File: src/rtl/bridge_arb_pkg.sv
// ---------------------------------------------------------------------------
// bridge_arb_pkg
//   Shared types for the DRAM bridge arbiter.
//   - arb_state_e : arbiter FSM states
//   - cnt_width() : timeout counter width for a given TIMEOUT
//   The command record (cmd_t) depends on the top's ADDR_W/DATA_W, so the
//   top declares it locally.
// ---------------------------------------------------------------------------
package bridge_arb_pkg;

    typedef enum logic [1:0] {
        IDLE,
        ISSUE,
        WAIT,
        RESP
    } arb_state_e;

    // Wide enough to hold every value 0..timeout.
    function automatic int cnt_width(input int timeout);
        return $clog2(timeout + 1);
    endfunction

endpackage

File: src/rtl/rr_arbiter.sv
// ---------------------------------------------------------------------------
// rr_arbiter
//   Purely combinational round-robin picker. It searches req starting at
//   index ptr and wraps modulo N. The first asserted request wins.
// Ports
//   req     in  N   request vector
//   ptr     in  PW  index with highest priority this cycle
//   gnt_oh  out N   one-hot grant (all zero when no request)
//   gnt_idx out PW  binary index of the grant
//   any     out 1   at least one request present
// ---------------------------------------------------------------------------
module rr_arbiter #(
    parameter int N  = 4,
    parameter int PW = (N > 1) ? $clog2(N) : 1
) (
    input  logic [N-1:0]  req,
    input  logic [PW-1:0] ptr,
    output logic [N-1:0]  gnt_oh,
    output logic [PW-1:0] gnt_idx,
    output logic          any
);

    logic [PW-1:0] w_idx;

    always_comb begin
        gnt_oh  = '0;
        gnt_idx = '0;
        any     = 1'b0;
        w_idx   = '0;
        for (int off = 0; off < N; off++) begin
            w_idx = PW'((int'(ptr) + off) % N);
            if (!any && req[w_idx]) begin
                any            = 1'b1;
                gnt_idx        = w_idx;
                gnt_oh[w_idx]  = 1'b1;
            end
        end
    end

endmodule

File: src/rtl/bridge_arbiter.sv
// ---------------------------------------------------------------------------
// bridge_arbiter
//   Shares one AXI-Lite DRAM bridge between NUM_REQ client engines. One
//   client is granted at a time in round-robin order. Its command is replayed
//   to the bridge as a single-cycle C_in_valid pulse. The arbiter then waits
//   for C_out_valid, or for a timeout, and returns a one-cycle completion to
//   the owning client.
// Ports
//   clk, rst                     clock, synchronous active-high reset
//   req_valid/ready              per-client level request, one-hot accept
//   req_r_wb/addr/data_w         per-client command fields (packed)
//   rsp_valid/data_r/err         one-hot completion, read data, timeout flag
//   C_in_valid/r_wb/addr/data_w  command to the bridge
//   C_out_valid/C_data_r         completion from the bridge
//   busy                         transaction in progress
// ---------------------------------------------------------------------------
module bridge_arbiter
    import bridge_arb_pkg::*;
#(
    parameter int NUM_REQ = 4,
    parameter int ADDR_W  = 8,
    parameter int DATA_W  = 64,
    parameter int TIMEOUT = 1023
) (
    input  logic                      clk,
    input  logic                      rst,
    input  logic [NUM_REQ-1:0]        req_valid,
    output logic [NUM_REQ-1:0]        req_ready,
    input  logic [NUM_REQ-1:0]        req_r_wb,
    input  logic [NUM_REQ*ADDR_W-1:0] req_addr,
    input  logic [NUM_REQ*DATA_W-1:0] req_data_w,
    output logic [NUM_REQ-1:0]        rsp_valid,
    output logic [DATA_W-1:0]         rsp_data_r,
    output logic                      rsp_err,
    output logic                      C_in_valid,
    output logic                      C_r_wb,
    output logic [ADDR_W-1:0]         C_addr,
    output logic [DATA_W-1:0]         C_data_w,
    input  logic                      C_out_valid,
    input  logic [DATA_W-1:0]         C_data_r,
    output logic                      busy
);

    localparam int PTR_W = (NUM_REQ > 1) ? $clog2(NUM_REQ) : 1;
    localparam int CNT_W = cnt_width(TIMEOUT);

    typedef struct packed {
        logic              r_wb;
        logic [ADDR_W-1:0] addr;
        logic [DATA_W-1:0] data_w;
    } cmd_t;

    arb_state_e           r_state;
    logic [PTR_W-1:0]     r_rr_ptr;
    logic [PTR_W-1:0]     r_owner;
    logic [CNT_W-1:0]     r_cnt;
    cmd_t                 r_cmd;
    logic                 r_c_in_valid;
    logic [NUM_REQ-1:0]   r_rsp_valid;
    logic [DATA_W-1:0]    r_rsp_data;
    logic                 r_rsp_err;

    logic [NUM_REQ-1:0]   w_gnt_oh;
    logic [PTR_W-1:0]     w_gnt_idx;
    logic                 w_any;
    cmd_t                 w_cmd_sel;
    logic [NUM_REQ-1:0]   w_owner_oh;

    rr_arbiter #(
        .N  (NUM_REQ),
        .PW (PTR_W)
    ) u_rr (
        .req     (req_valid),
        .ptr     (r_rr_ptr),
        .gnt_oh  (w_gnt_oh),
        .gnt_idx (w_gnt_idx),
        .any     (w_any)
    );

    // Fields of the client that would be granted this cycle.
    always_comb begin
        w_cmd_sel = '0;
        for (int i = 0; i < NUM_REQ; i++) begin
            if (w_gnt_oh[i]) begin
                w_cmd_sel.r_wb   = req_r_wb[i];
                w_cmd_sel.addr   = req_addr[i*ADDR_W +: ADDR_W];
                w_cmd_sel.data_w = req_data_w[i*DATA_W +: DATA_W];
            end
        end
    end

    assign w_owner_oh = NUM_REQ'(1) << r_owner;

    // Accept only in IDLE. Masking with rst keeps every output low while the
    // reset is asserted.
    assign req_ready  = (r_state == IDLE && !rst) ? w_gnt_oh : '0;

    assign C_in_valid = r_c_in_valid;
    assign C_r_wb     = r_cmd.r_wb;
    assign C_addr     = r_cmd.addr;
    assign C_data_w   = r_cmd.data_w;
    assign rsp_valid  = r_rsp_valid;
    assign rsp_data_r = r_rsp_data;
    assign rsp_err    = r_rsp_err;
    assign busy       = (r_state != IDLE);

    always_ff @(posedge clk) begin
        if (rst) begin
            r_state      <= IDLE;
            r_rr_ptr     <= '0;
            r_owner      <= '0;
            r_cnt        <= '0;
            r_cmd        <= '0;
            r_c_in_valid <= 1'b0;
            r_rsp_valid  <= '0;
            r_rsp_data   <= '0;
            r_rsp_err    <= 1'b0;
        end else begin
            // Pulse outputs default low; each state raises them for one cycle only.
            r_c_in_valid <= 1'b0;
            r_rsp_valid  <= '0;
            r_rsp_data   <= '0;
            r_rsp_err    <= 1'b0;
            case (r_state)
                IDLE: begin
                    if (w_any) begin
                        r_owner      <= w_gnt_idx;
                        r_cmd        <= w_cmd_sel;
                        r_c_in_valid <= 1'b1;
                        r_state      <= ISSUE;
                    end
                end
                ISSUE: begin
                    r_state <= WAIT;
                end
                WAIT: begin
                    // A bridge completion takes precedence over a timeout that expires in the same cycle.
                    if (C_out_valid) begin
                        r_rsp_valid <= w_owner_oh;
                        r_rsp_data  <= r_cmd.r_wb ? C_data_r : '0;
                        r_state     <= RESP;
                    end else if (r_cnt == CNT_W'(TIMEOUT - 1)) begin
                        r_rsp_valid <= w_owner_oh;
                        r_rsp_err   <= 1'b1;
                        r_state     <= RESP;
                    end else begin
                        r_cnt <= r_cnt + 1'b1;
                    end
                end
                RESP: begin
                    r_rr_ptr <= (r_owner == PTR_W'(NUM_REQ - 1)) ? '0 : r_owner + 1'b1;
                    r_cnt    <= '0;
                    r_state  <= IDLE;
                end
                default: r_state <= IDLE;
            endcase
        end
    end

endmodule

File: config.mk
export PLATFORM = sky130hd
export DESIGN_NAME = bridge_arbiter
export DESIGN_NICKNAME = d
export VERILOG_FILES = /design/src/rtl/bridge_arb_pkg.sv /design/src/rtl/rr_arbiter.sv /design/src/rtl/bridge_arbiter.sv
export SDC_FILE = /design/constraint.sdc
export NUM_CORES = 1
export LEC_CHECK = 0
export CAP_MARGIN = 40
export CORE_AREA = 5 5 195 197
export DETAILED_ROUTE_END_ITERATION = 8
export DIE_AREA = 0 0 200 202
export PLACE_DENSITY_LB_ADDON = 0.25
export RECOVER_POWER = 25
export SETUP_SLACK_MARGIN = 0.15
export SYNTH_ARGS = -nofsm -noshare
export SYNTH_HDL_FRONTEND = slang
export SYNTH_HIERARCHICAL = 1
export SYNTH_SLANG_ARGS = --single-unit
File: constraint.sdc
create_clock -name clk -period 7.4 [get_ports clk]
set_input_delay 1.48 -clock clk [delete_from_list [all_inputs] [get_ports clk]]
set_output_delay 1.48 -clock clk [all_outputs]
set_load 0.01 [all_outputs]
==> flow_summary.yaml <==
status:
  outcome: "finished with violations"
  violations: "capacitance limit, slew limit"
cells_and_area:
  fin_util_pct: 38.3
  antennaDiodeCount: 0
  drive_gt1_share_pct: 4.24
  fin_area_um2: 13800
  syn2layout_area_growth_pct: 79.8
  nets: 1733
setup_path:
  crit_fanout: 13
  r2r_end: "C_data_w[47]"
  start_kind: "input port"
  worst-r2r-cell-count: 11
  reg2reg_slack_ns: 2.87
  rr_startpoint: "r_rr_ptr[0]"
  cp.required_ns: 5.92
  critPathArrivalTime_ns: 4.24
  endpoint_kind: "primary output"
  crit_type: "input port to primary output"
placement:
  port_buffers: 510
  gp_congestion: 0.843
  dpl.hpwl_um: 28500
  dpl_cell_area_um2: 13300
floorplan:
  start_util_pct: 21.3
  core_area_um2: 36100
  dieArea_um2: 40400
  dieHeight_um: 202
  pin_count: 511
  die_x_um: 200
  placementRows: 70
routing:
  drc: 0
  vias: 8734
  ant_nets: 0
  wl_per_cell_um: 20.7
  firstDrtPassIters: 5
  viasPerCell: 4.75
  drt_iter0_drc: 409
  finalWirelength_um: 37900
synth:
  async_flop_share_pct: 0
  synth_edf_count: 0
  synth_cell_types: 46
  yosys_warnings: 6
  synth.most_common_cell: "dfxtp_1"
  synth_area_leaders: "dfxtp_1 41%, a221oi_1 8.3%, a21oi_1 7.5%"
  yosys.area.top_type: "dfxtp_1"
  seq_area_frac_synth_pct: 41.4
  syn_inst: 896
  synth_fp_nets: 1273
  yosysTopAreaCellShare_pct: 41.4
  yosys_most_used_dff: "dfxtp_1"
  syn_area_um2: 7690
  ys_top_cells_by_count: "159 x dfxtp_1, 115 x a21oi_1, 73 x a221oi_1"
  ys_ff_latch: 159
  avgSynthCellArea_um2: 8.58
timing:
  setup_tns_ns: 0
  worst_pin_slew_ns: 2.71
  clock.fmax_mhz: 175
  clock_skew_ns: 0.0128
  slew_headroom_pct: -81.0
  rsz0062_at_grt: "no"
  finalSetupViolCount: 0
  hold_viol_final: 0
  slew_violations: 49
  hold_ws_ns: 0.490
  fin_crit_sh_pct: 77.3
  period_needed_ns: 5.72
global_routing:
  antenna_found_initial: 0
  grt_usage_pct: 17.9
  grt_pass1_vias: 8966
  overflow: 0
  grt_pass1_wl_um: 55500
  grt_max_degree: 76
clock_network:
  clockBufferDepth: 2
  clock_insertion_delay_worst_skew_ns: 0.45
  cts_setup_buffers: 0
  cts_resized: 0
  cts_tree: "yes"
  ctsHoldBuffers: 0
  htreeDepth: 4
  path_clk_slew_ns: 0.07
  cts_made_buffers: 17
  cts.sinks: 159
  cts_root_buffer: "clkbuf_16"
power_and_ir_drop:
  powerDensity_nw_per_um2: 292
  power.leakage_nw: 5.14
  peakVddDrop_mv: 0.169
hold_path:
  min_to: "C_data_w[58]"
  holdCritPathClass: "flip-flop to flip-flop"
  min_from: "C_data_w[58]"
  holdPathStages: 2
flow_run:
  maxCapViolCount: 1
flip-flops by register name, indices dropped and copies added (netlist names):
| signal | count |
|---|---|
| C_addr | 8 |
| C_data_w | 64 |
| C_in_valid | 1 |
| C_r_wb | 1 |
| r_cnt | 10 |
| r_owner | 2 |
| r_rr_ptr | 2 |
| r_state | 2 |
| rsp_data_r | 64 |
| rsp_err | 1 |
| rsp_valid | 4 |
layer usage:
metal  wire, um  GRT usage [%]  up-vias
li1           -              -     4201
met1      14900           20.5     4140
met2      18900           30.8      348
met3       3170           6.37       45
met4        988           6.28        0
met5          0              0        -
final cells by class:
class	count	area, um2
Sequential cell	159	3180
Clock buffer	19	443
Timing Repair Buffer	525	5240
Fill cell	3656	22300
Clock inverter	13	151
Multi-Input combinational cell	603	4030
Tap cell	468	586
Inverter	50	188
cells in the final DEF, fill, tap and decap left out, types with 4 or more instances in the layout:
master,Yosys,layout
a211o_1,35,35
a21oi_1,115,115
a221oi_1,73,73
a22oi_1,8,8
and2_0,0,33
and2_1,66,32
and3_1,11,11
buf_4,0,11
clkbuf_1,72,4
clkbuf_16,0,17
clkdlybuf4s50_1,0,508
clkinvlp_4,0,4
dfxtp_1,159,159
ha_1,14,14
inv_1,50,50
inv_6,0,6
nand2_1,15,14
nand2b_1,4,4
nand3_1,11,11
nor2_1,45,45
nor2b_1,41,40
nor3_1,43,43
o21ai_0,44,41
o31a_1,38,38
o31ai_1,5,5
cell families after synthesis:
group | count (synthesis) | synth area share [%]
flops | 159 | 41.4
simple gates | 248 | 17.7
compound gates | 333 | 30.0
fa+ha+maj | 14 | 2.28
buf+inv | 134 | 6.82
mux | 8 | 1.82
per-stage QoR:
stage | setup WS (ns) | power, W | cells
2_1_floorplan | 2.19 | 0.00223 | 896
3_3_place_gp | 1.79 | 0.00311 | 1802
3_5_place_dp | 1.72 | 0.00315 | 1805
4_1_cts | 1.71 | 0.00411 | 1837
5_1_grt | 1.59 | 0.00431 | 1837
6_report | 1.68 | 0.00404 | 1837
worst max path at each step:
stage	from	to	slack (ns)	cells past startpoint
floorplan	req_valid[2]	req_ready[2]	2.19	9
global placement	req_valid[3]	req_ready[3]	1.79	7
detailed placement	req_valid[3]	req_ready[3]	1.72	7
CTS	req_valid[3]	req_ready[3]	1.71	7
global route	req_valid[3]	req_ready[0]	1.59	7
finish	req_valid[3]	req_ready[0]	1.68	7
power by group:
part	switching [W]	internal, W	leakage, nW
combinational	0.00105	0.000958	3.56
clock	0.000409	0.000513	0.278
sequential	0.0000923	0.00102	1.30
worst max-delay path, cell delays in order:
cell and delay [ns]:
clkdlybuf4s50_1 0.48, mux4_2 0.70, nor4b_4 0.45, a22oi_1 0.13, o21ai_0 0.18, and3_1 0.21
clkdlybuf4s50_1 0.60
No activity file was read; power rests on OpenSTA's default activity.
